$ cat config.mk
export PLATFORM = sky130hd
export DESIGN_NAME = logic_stream_fifo_sync
export DESIGN_NICKNAME = d
export VERILOG_FILES = /design/src/rtl/logic_stream_fifo_sync.sv
export SDC_FILE = /design/constraint.sdc
export NUM_CORES = 1
export LEC_CHECK = 0
export CORE_UTILIZATION = 40
export CTS_CLUSTER_DIAMETER = 30
export DETAILED_ROUTE_END_ITERATION = 10
export GPL_ROUTABILITY_DRIVEN = 0
export GPL_TIMING_DRIVEN = 0
export SLEW_MARGIN = 25
export SYNTH_ARGS = -nofsm -noshare
export SYNTH_HDL_FRONTEND = slang
export SYNTH_SLANG_ARGS = --single-unit
export TNS_END_PERCENT = 1
$ cat constraint.sdc
create_clock -name aclk -period 3.04 [get_ports aclk]
set_input_delay 0.304 -clock aclk [delete_from_list [all_inputs] [get_ports aclk]]
set_output_delay 0.304 -clock aclk [all_outputs]
set_load 0.03 [all_outputs]
$ cat src/rtl/logic_stream_fifo_sync.sv
// logic_stream_fifo_sync: single-clock first-word-fall-through stream FIFO with registered flags.
// Define LOGIC_STREAM_FIFO_SYNC_FLUSH_EN to add a synchronous active-high flush input.
module logic_stream_fifo_sync #(
   parameter int WIDTH        = 1,
   parameter int CAPACITY     = 256,
   parameter int ALMOST_FULL  = CAPACITY-1,
   parameter int ALMOST_EMPTY = 1
) (
   input  logic                          aclk,
   input  logic                          areset_n,
   input  logic                          rx_tvalid,
   input  logic [WIDTH-1:0]              rx_tdata,
   output logic                          rx_tready,
   input  logic                          tx_tready,
   output logic                          tx_tvalid,
   output logic [WIDTH-1:0]              tx_tdata,
   output logic [$clog2(CAPACITY+1)-1:0] level,
   output logic                          almost_full,
   output logic                          almost_empty
`ifdef LOGIC_STREAM_FIFO_SYNC_FLUSH_EN
   ,
   input  logic                          flush
`endif
);
   localparam int LW = $clog2(CAPACITY+1);
   localparam int PW = $clog2(CAPACITY);
   localparam logic [LW-1:0] CAP_L = LW'(CAPACITY);
   localparam logic [LW-1:0] AF_L = LW'(ALMOST_FULL);
   localparam logic [LW-1:0] AE_L = LW'(ALMOST_EMPTY);
   localparam logic [PW-1:0] LAST = PW'(CAPACITY-1);
   logic [WIDTH-1:0] mem [CAPACITY];
   logic [PW-1:0] wr_ptr, rd_ptr;
   logic [LW-1:0] level_n;
   logic wr, rd, clr;
`ifdef LOGIC_STREAM_FIFO_SYNC_FLUSH_EN
   assign clr = flush;
`else
   assign clr = 1'b0;
`endif
   function automatic logic [PW-1:0] inc(input logic [PW-1:0] p);
      return p == LAST ? '0 : p + PW'(1);
   endfunction
   assign wr = rx_tvalid & rx_tready;
   assign rd = tx_tvalid & tx_tready;
   assign level_n = clr ? '0 : level + LW'(wr) - LW'(rd);
   assign tx_tdata = mem[rd_ptr];
   // Storage is not reset; tx_tdata is only meaningful while tx_tvalid is high.
   always_ff @(posedge aclk)
      if (wr && !clr) mem[wr_ptr] <= rx_tdata;
   // All flags are registered from the next level so they never see tx_tready combinationally.
   always_ff @(posedge aclk or negedge areset_n)
      if (!areset_n) begin
         wr_ptr       <= '0;
         rd_ptr       <= '0;
         level        <= '0;
         rx_tready    <= 1'b1;
         tx_tvalid    <= 1'b0;
         almost_full  <= (ALMOST_FULL == 0);
         almost_empty <= 1'b1;
      end else begin
         wr_ptr       <= clr ? '0 : wr ? inc(wr_ptr) : wr_ptr;
         rd_ptr       <= clr ? '0 : rd ? inc(rd_ptr) : rd_ptr;
         level        <= level_n;
         rx_tready    <= level_n != CAP_L;
         tx_tvalid    <= level_n != '0;
         almost_full  <= level_n >= AF_L;
         almost_empty <= level_n <= AE_L;
      end
endmodule

# Yosys cells after proc, flatten, opt, wreduce, memory -nomap -nowiden
# Memories as Yosys holds them, arrays and structs flattened.
# Cells that the tools add are included.
[totals]
reg_bits = 29
ram_bits = 256
inputBits = 5
out_inout_bits = 14
elab_cells = 24
mem_count = 1
[memory_table]
columns = ["name", "words", "width", "read_ports", "rd_ports_with_merged_regs", "wr", "line_no", "text"]
rows = [
  ["mem", 256, 1, 1, 0, 1, "31", "logic [WIDTH-1:0] mem [CAPACITY];"],
]
[op_classes]
addsub = 4
n_lt_le_gt_ge = 2
n_eq_ne = 3
muxes = 4
n_bitwise = 2
reduce_logical = 1
[ops]
columns = ["cell", "count"]
rows = [
  ["8-bit by 1-bit adder with 8-bit output (second input constant)", 2],
  ["8-bit equality test (second input constant)", 2],
  ["8-bit two-way mux", 2],
  ["9-bit by 1-bit adder with 9-bit output", 1],
  ["9-bit by 8-bit greater-or-equal comparator with 1-bit output (second input constant)", 1],
  ["9-bit by 1-bit <= comparator with 1-bit output (second input constant)", 1],
  ["9-bit != test (second input constant)", 1],
  ["9-bit nonzero test", 1],
  ["9-bit by 1-bit subtractor with 9-bit output", 1],
  ["1-bit AND", 2],
  ["1-bit two-way mux", 2],
]

# Depth between registers and ports, before layout
# Gate-level depths: netlist of run 1.
[logic_depth]
ltp_word = 4
mapped_depth = 14
depth_no_buf = 14

# Least setup slack after synthesis of run 1
# OpenSTA, ideal clock, no wires.
[synth_path]
path_type = "register to register"
start = "register rx_tready"
end = "register tx_tvalid"
setup_time_ps = 138
arrival_time_ps = 3376
t_required_ps = 2902
setup_slack_ps = -474
path_stages_with_launch = 15
n_path_buf = 0
synth_period_minus_slack_ps = 3514
cell_sequence = "dfstp_2 > and2_1 > inv_1 > ha_1 > inv_1 > ha_1 > inv_1 > fa_1 > nor2b_1 > o21ai_0 > a21boi_1 > nor2_1 > or4_1 > or3_1 > or4_1"
[synth_via]
elab_chain_len = 4
[synth_rtl]
columns = ["element", "line_no", "text"]
rows = [
  ["start, declared", "13", "output logic rx_tready,"],
  ["start signal, assigned", "56", "rx_tready <= 1'b1;"],
  ["start signal, assigned", "64", "rx_tready <= level_n != CAP_L;"],
  ["1-bit AND", "43", "assign wr = rx_tvalid & rx_tready;"],
  ["9-bit by 1-bit adder with 9-bit output", "45", "assign level_n = clr ? '0 : level + LW'(wr) - LW'(rd);"],
  ["9-bit by 1-bit subtractor with 9-bit output", "45", ""],
  ["net level_n[4]", "33", "logic [LW-1:0] level_n;"],
  ["9-bit nonzero test", "65", "tx_tvalid <= level_n != '0;"],
  ["end signal, assigned", "57", "tx_tvalid <= 1'b0;"],
  ["end signal, assigned", "65", ""],
  ["end, declared", "15", "output logic tx_tvalid,"],
]
# The timed path passes the listed nets, and every way through them passes these cells.
# A chain may end at the register's enable or synchronous reset.

# Worst setup path after layout of run 1
[layout_path]
start = "register rd_ptr[0]"
end = "output tx_tdata"
[layout_via]
elab_chain_len = 1
[layout_rtl]
columns = ["element", "line_no", "text"]
rows = [
  ["start, declared", "32", "logic [PW-1:0] wr_ptr, rd_ptr;"],
  ["start signal, assigned", "62", "rd_ptr <= clr ? '0 : rd ? inc(rd_ptr) : rd_ptr;"],
  ["memory read 256 x 1 bit", "n/a", ""],
  ["end, declared", "16", "output logic [WIDTH-1:0] tx_tdata,"],
]
# No other way between the ends.

==> results of run 1 <==
critical path, stage by stage (launching register included):
cell      delay [ns]
dfrtp_1         0.39
buf_12          0.15
buf_12          0.15
buf_12          0.18
mux4_2          0.55
a221oi_2        0.36
a221oi_2        0.10
o31ai_1         0.31
o32ai_2         0.16
buf_4           0.20
cells by family after synthesis:
family                     count (synthesis)
AOI/OAI and AO/OA                         71
xor gates and xnor gates                  15
adders and majority gates                 15
buffers and inverters                     90
DFF                                      285
muxes                                     86
and+or+nand+nor                          387
synth_stat cells (3+ instances only):
master,n
xor2_1,5
buf_2,7
ha_1,14
o22ai_1,5
a21oi_1,5
a221oi_1,10
or2_2,7
buf_4,5
a211oi_1,6
nand2_1,39
a22oi_1,4
xnor2_1,10
mux2i_1,28
mux4_2,54
edfxtp_1,256
nor2_1,283
nand3_1,27
dfrtp_1,27
nand4_1,4
mux2_2,4
clkbuf_1,51
and2_1,4
inv_1,22
o211ai_1,4
buf_6,3
nor2b_1,8
o21ai_0,17
layout make-up:
class	instances	area share [%]
well taps	402	3.16
clock inverters	40	3.49
plain buffers	66	2.61
inverters	23	0.605
flip-flops and latches	285	52.9
repair buffers	39	2.45
clock buffers	60	8.83
multi-input cells	574	26.0
per-layer routing:
metal / global-route usage (%) / routed length [µm] / part of all wire, % / up-vias
met1: 28.1 / 14300 / 43 / 4109
met4: 7.08 / 986 / 3.0 / 0
li1: - / - / - / 3671
met5: 0 / 0 / 0 / -
met2: 34.7 / 16100 / 49 / 267
met3: 3.21 / 1750 / 5.3 / 71
sequential cells by signal (all words and copies together), names as in the netlist:
name          cells
tx_tvalid         1
almost_full       1
almost_empty      1
wr_ptr            8
mem             256
level             9
rd_ptr            8
rx_tready         1
path summary, 6_finish.rpt:
path,from,endpoint,slack (ns),cells after the start
max,rd_ptr[0],tx_tdata,-0.39,9
min reg2reg,wr_ptr[4],wr_ptr[4],0.55,1
min,areset_n,level[4],0.11,2
max reg2reg,rx_tready,tx_tvalid,-0.32,14
max in group asynchronous,areset_n,almost_empty,2.48,3
min in group aclk,rx_tdata,mem[205],0.35,2
stage by stage:
stage	total power (µW)	TNS (ns)	cell area (µm²)	hold slack (ns)	instances
floorplan	7290	-0.438	12800	0.00841	949
global placement	8660	-1129.23	13500	0.536	1369
detailed placement	8660	-4.00	13500	0.137	1372
CTS	15300	-1.18	15700	0.0996	1479
global route	16100	-1.16	15900	0.128	1489
finish	15500	-0.749	15900	0.111	1489
repair_timing:
action / 4_1_cts / 5_1_grt
hold buffers: 1 / 0
endpoints found under the hold margin: 27 / 0
setup buffers: 7 / 10
endpoints found under the setup margin: 4 / 7
pin swaps: 4 / 15
resized for setup: 48 / 38
where the power goes:
part           switching (µW)  internal, µW
clock                    2040          4350
combinational            2740          1770
sequential                169          4470
==> results by group, run 1 <==
Drt
  • Final wirelength: 33.1 mm
  • WL per Instance: 22.2 µm
  • Via count: 8118
  • Initial DRC count: 924
  • Via density per instance: 5.45
  • Drt drc: 0
  • Drt pass-1 iters: 5
  • Final ANT Viol Nets: 0

Global route
  • Pin count of the biggest net entering global routing: 148
  • First-pass GRT wire length: 50.5 mm
  • Number of global-route vias before repair: 8250
  • Antenna violations before repair: 0
  • Total Routing Usage GR: 20.9%
  • Overflow after GRT: 0

Clock network
  • CTS tree: yes
  • CTS H-tree depth: 2
  • CTS Buf Count: 54
  • Clock Tree Buf Depth: 3
  • CTS clk-pin slew, worst paths: 0.05 ns
  • Clock Latency Late Sink: 0.57 ns
  • Clk root buf: clkbuf_16
  • CTS Sinks: 285

Logic synthesis
  • Synth Area in Compound Gates: 3.89%
  • Post-Synth Simple-Gate Area: 12.5%
  • XOR/XNOR Fraction of Synth Area: 1.03%
  • Area leader, netlist: edfxtp_1
  • Largest cells by area after synthesis: edfxtp_1 60%, mux4_2 9.5%, nor2_1 8.3%
  • Synthesis-stage register bit count: 285
  • Mux contribution to synthesized area: 12.1%
  • Average size of a mapped cell: 13.5 µm²
  • Post-Synth Adder-Cell Area: 1.53%
  • Post-synthesis instance total: 949
  • Post-Syn Area: 12800 µm²
  • Largest family of logic cells by synthesized area: simple AND/OR/NAND/NOR gates
  • Yosys top cell area share: 60.2%
  • Top_reg_cell synth: edfxtp_1
  • Post-synth net total: 969
  • Async S/R FF share, synth: 10.2%
  • Ys Warns: 0
  • Seq/Total Area, Yosys: 65.9%
  • Post-synth EDFFs: 256
  • Unique masters post-synth: 58

STA
  • Max-slew violations: 0
  • Final Hold Vio Count: 0
  • Post-route clock skew: 0.0200 ns
  • Fin crit share: 113%
  • Final critical-path required period: 3.43 ns
  • Slew margin rel.: 40.7%
  • Slew @ Worst Pin: 0.889 ns
  • RSZ-0062 raised after global routing: true
  • Achievable frequency: 292 MHz
  • Setup ws final: -0.388 ns
  • Setup violations, final: 3

Cells and area
  • Most frequent cells in the layout: 282 x nor2_1, 256 x edfxtp_1, 55 x clkbuf_16, 54 x mux4_2, 51 x clkbuf_1
  • Post-Route Utilization: 50.6%
  • N_diodes: 0
  • Area of the multi-input gates: 4130 µm²
  • Final net count: 1063
  • FF/Latch Area: 8420 µm²
  • Post-synthesis to final-layout area growth: 24.7%
  • Share of post-route cells with drive strength above 1: 22.1%
  • Filler instances: 2664
  • Most common cell after layout, fill and taps aside: nor2_1

Setup path
  • WP data arrival: 3.12 ns
  • Crit-path max FO: 10
  • Data required, critical path: 2.74 ns
  • Crit start category: flop
  • Crit. End Element: output port
  • Critical setup path kind: reg -> out

Die
  • Num rows: 65
  • Core area: 31500 µm²
  • DIE AREA: 32600 µm²
  • Initial core utilization: 40.6%
  • I/O pin cnt: 19
  • Die Wd: 181 µm
  • Die Ht: 181 µm

Placed design
  • Pre-CTS WS: -0.987 ns
  • Port bufs: 18
  • DP Wirelength: 20.9 mm

Run status
  • Failing checks: negative setup slack
  • Status: finished, violations left

Power and ir drop
  • Static leakage: 0.00522 µW
  • Max rail drop VDD: 455 µV
  • PwrDens: 977 nW/µm²

Min path
  • HP Class: in -> async

Run
  • Max-cap violation count: 0
(Power assumes the default switching activity.)
==> inputs of run 2 (changes only) <==
--- a/constraint.sdc
+++ b/constraint.sdc
@@ -3,2 +3,2 @@
 set_output_delay 0.304 -clock aclk [all_outputs]
-set_load 0.03 [all_outputs]
+set_load 0.005 [all_outputs]
==> run 2 against run 1 <==
  * The flow still finishes with violations (negative setup slack)
  * Non-clock buffer count is 9 lower
  * First-iteration DRC count is 6.4% higher
  * Utilization is 1.3 points lower
  * Combinational power is 9.3% lower
  * Routed wire length is 2.1% lower
  * Sequential share of layout area is 1.4 points higher
  * Sequential cell count stayed put
  * Critical path depth stayed put
  * Global-route usage is 0.24 points lower
  * Die area stayed put
  * Highest routed layer unchanged
==> results by group, run 2 (synthesis results as in run 1) <==
Setup path
  • Most Frequent Cell on Critical Path: buf_12 (unchanged)
  • Critical setup path kind: reg -> out (unchanged)
  • Crit start category: flop (unchanged)
  • Crit-path slowest cell: mux4_2 (unchanged)
  • Worst path max stage delay: 0.56 ns (was 0.55 ns)
  • Worst path cell trace: buf_12 > buf_12 > mux4_2 > a22o_1 > a221oi_2 > a221oi_1 > o31ai_1 > o32ai_2 > clkdlybuf4s15_1 (was buf_12 > buf_12 > buf_12 > mux4_2 > a221oi_2 > a221oi_2 > o31ai_1 > o32ai_2 > buf_4)
  • Crit. End Element: output port (unchanged)
  • Data required, critical path: 2.74 ns (about the same)
  • Crit-path max FO: 7 (was 10)
  • WP data arrival: 3.15 ns (was 3.12 ns)

Power and ir drop
  • P_sw: 4500 µW (was 4950 µW)
  • Clock share of power: 39.6% (was 41.1%)
  • Internal: 9950 µW (was 10600 µW)
  • Seq pwr share: 32.1% (was 29.9%)
  • PwrDens: 931 nW/µm² (was 977 nW/µm²)
  • Static leakage: 0.00507 µW (was 0.00522 µW)
  • Max rail drop VDD: 402 µV (was 455 µV)
  • Logic pwr share: 28.3% (was 29.0%)
  • Switching share of power: 31.2% (was 31.8%)

STA
  • Setup ws final: -0.413 ns (was -0.388 ns)
  • Setup violations, final: 4 (was 3)
  • Slew @ Worst Pin: 0.819 ns (was 0.889 ns)
  • Max-slew violations: 0 (unchanged)
  • Final Hold Vio Count: 0 (unchanged)
  • Achievable frequency: 290 MHz (was 292 MHz)
  • RSZ-0062 raised after global routing: true (unchanged)
  • Slew margin rel.: 45.4% (was 40.7%)
  • Final critical-path required period: 3.45 ns (was 3.43 ns)
  • Post-route clock skew: 0.0187 ns (was 0.0200 ns)
  • Fin crit share: 114% (was 113%)

Global route
  • Number of global-route vias before repair: 8354 (was 8250)
  • Total Routing Usage GR: 20.7% (was 20.9%)
  • Pin count of the biggest net entering global routing: 105 (was 148)
  • Met3 Use GR: 3.13% (was 3.21%)
  • Met2 Usage GRT: 33.9% (was 34.7%)
  • First-pass GRT wire length: 50.2 mm (was 50.5 mm)
  • Overflow after GRT: 0 (unchanged)
  • Antenna violations before repair: 0 (unchanged)
  • Top Usage Layer GRT: met2 (unchanged)
  • Met1 usage: 28.3% (was 28.1%)

Clock network
  • CTS Sinks: 285 (unchanged)
  • CTS clk-pin slew, worst paths: 0.05 ns (about the same)
  • CTS Buf Count: 50 (was 54)
  • CTS tree: yes (unchanged)
  • Clk root buf: clkbuf_16 (unchanged)
  • Clock Latency Late Sink: 0.55 ns (was 0.57 ns)
  • CTS H-tree depth: 2 (unchanged)
  • Clock Tree Buf Depth: 3 (unchanged)

Placed design
  • Port bufs: 18 (unchanged)
  • DP Cell Count: 1372 (unchanged)
  • Post-placement cell area: 13500 µm² (unchanged)
  • DP Wirelength: 21.2 mm (was 20.9 mm)

Cells and area
  • Most frequent cells in the layout: 283 x nor2_1, 256 x edfxtp_1, 54 x clkbuf_1, 54 x mux4_2, 51 x clkbuf_16 (was 282 x nor2_1, 256 x edfxtp_1, 55 x clkbuf_16, 54 x mux4_2, 51 x clkbuf_1)
  • Design area: 15500 µm² (was 15900 µm²)
  • Post-synthesis to final-layout area growth: 21.5% (was 24.7%)
  • Number of flip-flops in the largest register: 256 (unchanged)
  • Most common cell after layout, fill and taps aside: nor2_1 (unchanged)
  • Largest reg by FF count: mem (unchanged)
  • Share of post-route cells with drive strength above 1: 18.7% (was 22.1%)
  • Finished Layout Cells: 1472 (was 1489)
  • N_diodes: 0 (unchanged)
  • Filler instances: 2736 (was 2664)
  • Top flop regs: mem (256), level (9) (unchanged)
  • Final net count: 1050 (was 1063)

Drt
  • Drt pass-1 iters: 5 (unchanged)
  • Drt drc: 0 (unchanged)
  • Final wirelength: 32.4 mm (was 33.1 mm)
  • WL per Instance: 22.0 µm (was 22.2 µm)
  • Via density per instance: 5.52 (was 5.45)
  • Via count: 8128 (was 8118)
  • Final ANT Viol Nets: 0 (unchanged)
  • Initial DRC count: 983 (was 924)

Die
  • Core area: 31500 µm² (unchanged)
  • Die Wd: 181 µm (unchanged)
  • I/O pin cnt: 19 (unchanged)
  • Initial core utilization: 40.6% (unchanged)
  • Num rows: 65 (unchanged)
  • Die Ht: 181 µm (unchanged)
  • DIE AREA: 32600 µm² (unchanged)

Run status
  • Status: finished, violations left (unchanged)
  • Failing checks: negative setup slack (unchanged)

Run
  • Max-cap violation count: 0 (unchanged)

Min path
  • HP Class: in -> async (unchanged)
run 2: cell types whose count changed in the layout (fill, tap and decap cells not counted), moves of 3 or more:
cell and delta:
clkinvlp_4 -4, bufinv_16 -5, buf_4 -12, a221oi_1 +4
clkinv_4 -7, a221oi_2 -4, clkbuf_16 -4, clkbuf_1 +3
clkbuf_8 +7, clkinv_2 +5, o21ai_0 +3
run 2: layout make-up:
type | count | area [µm²] | area share, %
well taps | 402 | 503 | 3.24
repair buffers | 30 | 338 | 2.18
flip-flops and latches | 285 | 8420 | 54.3
clock buffers | 65 | 1410 | 9.08
plain buffers | 66 | 392 | 2.52
inverters | 23 | 88.8 | 0.573
multi-input cells | 574 | 4020 | 25.9
clock inverters | 27 | 347 | 2.23
run 2: worst max-delay path: cells and delay by family (launching register included):
kind | cells | cell delay (ns)
buffers and inverters | 3 | 0.53
AO/OA/AOI/OAI | 5 | 1.10
flip-flops | 1 | 0.40
multiplexers | 1 | 0.56
run 2: routing by layer:
layer / vias up / routed length (µm)
li1: 3630 / -
met1: 4137 / 13900
met2: 301 / 15700
met3: 60 / 2110
met4: 0 / 755
met5: - / 0
run 2: repair_timing:
action	in CTS	in global routing
setup endpoints to repair	6	6
pin swaps	6	2
setup buffers	8	0
endpoints found under the hold margin	27	0
hold buffers	1	0
resized for setup	45	1
run 2: power groups by stage:
stage	Clock (µW)	Sequential (µW)	Combinational, µW
finish	5720	4640	4090
global route	5970	4660	4430
CTS	5790	4640	4080
detailed placement	0	4690	3800
global placement	0	4720	3760
floorplan	0	4660	2460
run 2: stage by stage:
step                      hold WS [ns]  util [%]  power [µW]  TNS (ns)  setup slack, ns
final                            0.128      49.3       14400    -0.976           -0.413
after CTS                        0.117      49.3       14500     -1.05           -0.414
after floorplan                0.00841         -        7110    -0.214           -0.214
after global placement           0.535      42.7        8480  -1123.50            -4.39
after global routing             0.131      49.3       15100     -1.79           -0.558
after detailed placement         0.142      43.0        8490     -3.75           -0.957
run 2: final timing paths:
path | startpoint | end | slack [ns] | depth (start not counted)
max | rd_ptr[0] | tx_tdata | -0.41 | 9
min | areset_n | level[4] | 0.13 | 2
max reg2reg | rx_tready | tx_tvalid | -0.38 | 14
min reg2reg | wr_ptr[4] | wr_ptr[4] | 0.57 | 1
max in group asynchronous | areset_n | rx_tready | 2.46 | 3
min in group aclk | rx_tdata | mem[169] | 0.18 | 1
==> inputs of run 3 (changes only) <==
==> constraint.sdc (replaced) <==
create_clock -name aclk -period 3.04 [get_ports aclk]
set_input_delay 0.76 -clock aclk [delete_from_list [all_inputs] [get_ports aclk]]
set_output_delay 0.76 -clock aclk [all_outputs]
set_load 0.005 [all_outputs]
==> run 3 against run 2 <==
  * The flow still finishes with violations (negative setup slack)
  * Final area up 2.0%
  * Clock power up 9.3%
  * Utilization grew 0.97 points
  * Sequential share of layout area is 1.0 points lower
  * Die area did not move
  * Global-route usage is 0.080 points lower
  * Worst hold slack got worse by 0.10 ns
  * Power rose by 4.8%
  * Setup slack got worse by 0.35 ns
  * Largest cell class unchanged
==> results by group, run 3 (synthesis results as in run 1) <==
Run status
  • Status: finished, violations left (unchanged)
  • Failing checks: negative setup slack (unchanged)

STA
  • Final critical-path required period: 3.80 ns (was 3.45 ns)
  • Achievable frequency: 263 MHz (was 290 MHz)
  • Fin crit share: 125% (was 114%)
  • RSZ-0062 raised after global routing: true (unchanged)
  • Slew @ Worst Pin: 0.823 ns (was 0.819 ns)
  • Setup ws final: -0.760 ns (was -0.413 ns)
  • Slew margin rel.: 45.1% (was 45.4%)
  • Post-route clock skew: 0.0176 ns (was 0.0187 ns)
  • Max-slew violations: 0 (unchanged)
  • Setup violations, final: 4 (unchanged)
  • Final Hold Vio Count: 0 (unchanged)

Cells and area
  • FF/Latch Area: 8420 µm² (about the same)
  • Area of the multi-input gates: 4090 µm² (was 4020 µm²)
  • Top flop regs: mem (256), level (9) (unchanged)
  • Share of post-route cells with drive strength above 1: 20.7% (was 18.7%)
  • Largest reg by FF count: mem (unchanged)
  • Post-synthesis to final-layout area growth: 23.9% (was 21.5%)
  • Number of flip-flops in the largest register: 256 (unchanged)
  • Final net count: 1055 (was 1050)
  • Design area: 15800 µm² (was 15500 µm²)
  • Filler instances: 2667 (was 2736)
  • Most common cell after layout, fill and taps aside: nor2_1 (unchanged)
  • Most frequent cells in the layout: 283 x nor2_1, 256 x edfxtp_1, 57 x clkbuf_16, 54 x clkbuf_1, 54 x mux4_2 (was 283 x nor2_1, 256 x edfxtp_1, 54 x clkbuf_1, 54 x mux4_2, 51 x clkbuf_16)
  • N_diodes: 0 (unchanged)

Setup path
  • Most Frequent Cell on Critical Path: buf_12 (unchanged)
  • Worst path cell trace: buf_12 > buf_12 > buf_12 > mux4_2 > mux2i_1 > o221ai_1 > a211oi_2 > o32ai_2 > buf_2 (was buf_12 > buf_12 > mux4_2 > a22o_1 > a221oi_2 > a221oi_1 > o31ai_1 > o32ai_2 > clkdlybuf4s15_1)
  • Critical setup path kind: reg -> out (unchanged)
  • Worst path max stage delay: 0.50 ns (was 0.56 ns)
  • Crit-path slowest cell: mux4_2 (unchanged)
  • WP data arrival: 3.04 ns (was 3.15 ns)
  • Data required, critical path: 2.28 ns (was 2.74 ns)
  • Crit start category: flop (unchanged)
  • Reg2reg path depth: 14 (unchanged)
  • Crit. End Element: output port (unchanged)
  • Crit-path max FO: 10 (was 7)

Global route
  • Overflow after GRT: 0 (unchanged)
  • Pin count of the biggest net entering global routing: 147 (was 105)
  • Total Routing Usage GR: 20.6% (was 20.7%)
  • Antenna violations before repair: 0 (unchanged)
  • Number of global-route vias before repair: 8323 (was 8354)
  • First-pass GRT wire length: 49.9 mm (was 50.2 mm)

Clock network
  • Clk root buf: clkbuf_16 (unchanged)
  • Clock Tree Buf Depth: 3 (unchanged)
  • CTS tree: yes (unchanged)
  • CTS Sinks: 285 (unchanged)
  • CTS Buf Count: 55 (was 50)
  • CTS H-tree depth: 2 (unchanged)
  • Clock Latency Late Sink: 0.57 ns (was 0.55 ns)
  • CTS clk-pin slew, worst paths: 0.05 ns (about the same)

Drt
  • Drt drc: 0 (unchanged)
  • Initial DRC count: 806 (was 983)
  • Final ANT Viol Nets: 0 (unchanged)
  • Via count: 8199 (was 8128)
  • WL per Instance: 22.2 µm (was 22.0 µm)
  • Final wirelength: 32.9 mm (was 32.4 mm)
  • Via density per instance: 5.53 (was 5.52)
  • Drt pass-1 iters: 5 (unchanged)

Power and ir drop
  • Static leakage: 0.00519 µW (was 0.00507 µW)
  • Max rail drop VDD: 512 µV (was 402 µV)
  • PwrDens: 957 nW/µm² (was 931 nW/µm²)
  • Total Power: 15100 µW (was 14400 µW)

Min path
  • HP Class: in -> async (unchanged)

Die
  • Die Ht: 181 µm (unchanged)
  • Num rows: 65 (unchanged)
  • Die Wd: 181 µm (unchanged)
  • Initial core utilization: 40.6% (unchanged)
  • DIE AREA: 32600 µm² (unchanged)
  • Core area: 31500 µm² (unchanged)
  • I/O pin cnt: 19 (unchanged)

Run
  • Max-cap violation count: 0 (unchanged)

Placed design
  • Port bufs: 18 (unchanged)
  • Post-placement cell area: 13500 µm² (about the same)
  • DP Wirelength: 21.0 mm (was 21.2 mm)
  • Pre-CTS WS: -1.41 ns (was -0.957 ns)
run 3: cell count changes in the layout (fill, tap and decap cells not counted), sizes merged:
cell	before	now
inv	25	29
clkdlybuf4s15	1	0
clkinvlp	4	6
clkinv	14	16
dlygate4sd3	1	0
bufinv	7	9
buf	28	31
run 3: path summary, 6_finish.rpt:
path	from	endpoint	slack [ns]
setup reg to reg	rx_tready	tx_tvalid	-0.45
setup / recovery	rd_ptr[0]	tx_tdata	-0.76
max in group asynchronous	areset_n	almost_empty	2.57
hold / removal	areset_n	level[3]	0.03
min in group aclk	wr_ptr[4]	wr_ptr[4]	0.56
hold reg to reg	wr_ptr[4]	wr_ptr[4]	0.56
run 3: cell type report:
type | count | area share [%]
clock inverter | 37 | 2.93
buffer | 65 | 2.74
inverter | 23 | 0.577
multi-input combinational | 574 | 25.9
clock buffer | 66 | 9.29
tap | 402 | 3.18
timing repair buffer | 31 | 2.20
sequential | 285 | 53.2
run 3: worst max-delay path: cells and delay by family, from the launching register on:
| family | cells | cell delay (ns) |
|---|---|---|
| AO/OA/AOI/OAI | 3 | 0.66 |
| buffers and inverters | 4 | 0.65 |
| flip-flops | 1 | 0.39 |
| multiplexers | 2 | 0.76 |
run 3: report_power, final:
| part | internal, µW | switching (µW) |
|---|---|---|
| sequential | 4480 | 170 |
| clock | 4210 | 2040 |
| combinational | 1710 | 2540 |
| total | 10400 | 4750 |
run 3: repair_timing:
action	in CTS	in global routing
gates cloned	0	1
hold buffers	0	0
resized for setup	60	15
hold endpoints to repair	0	0
buffers inserted	7	3
pin swaps	4	4
endpoints found under the setup margin	6	6
run 3: metal layers:
layer	vias to the layer above	share of wire [%]	GRT usage [%]
met3	60	6.4	3.48
met2	307	49	34.5
met5	-	0	0
met4	0	2.5	6.46
li1	3660	-	-
met1	4172	42	27.3
run 3: through the flow:
step / hold slack (ns) / util, % / instances / setup TNS, ns
final: 0.0264 / 50.3 / 1483 / -1.88
after global routing: 0.0309 / 50.3 / 1483 / -2.49
after CTS: 0.0212 / 49.9 / 1479 / -2.02
after detailed placement: 0.552 / 42.9 / 1371 / -7.54
after global placement: 0.532 / 42.7 / 1369 / -1224.72
after floorplan: 0.464 / - / 949 / -0.786
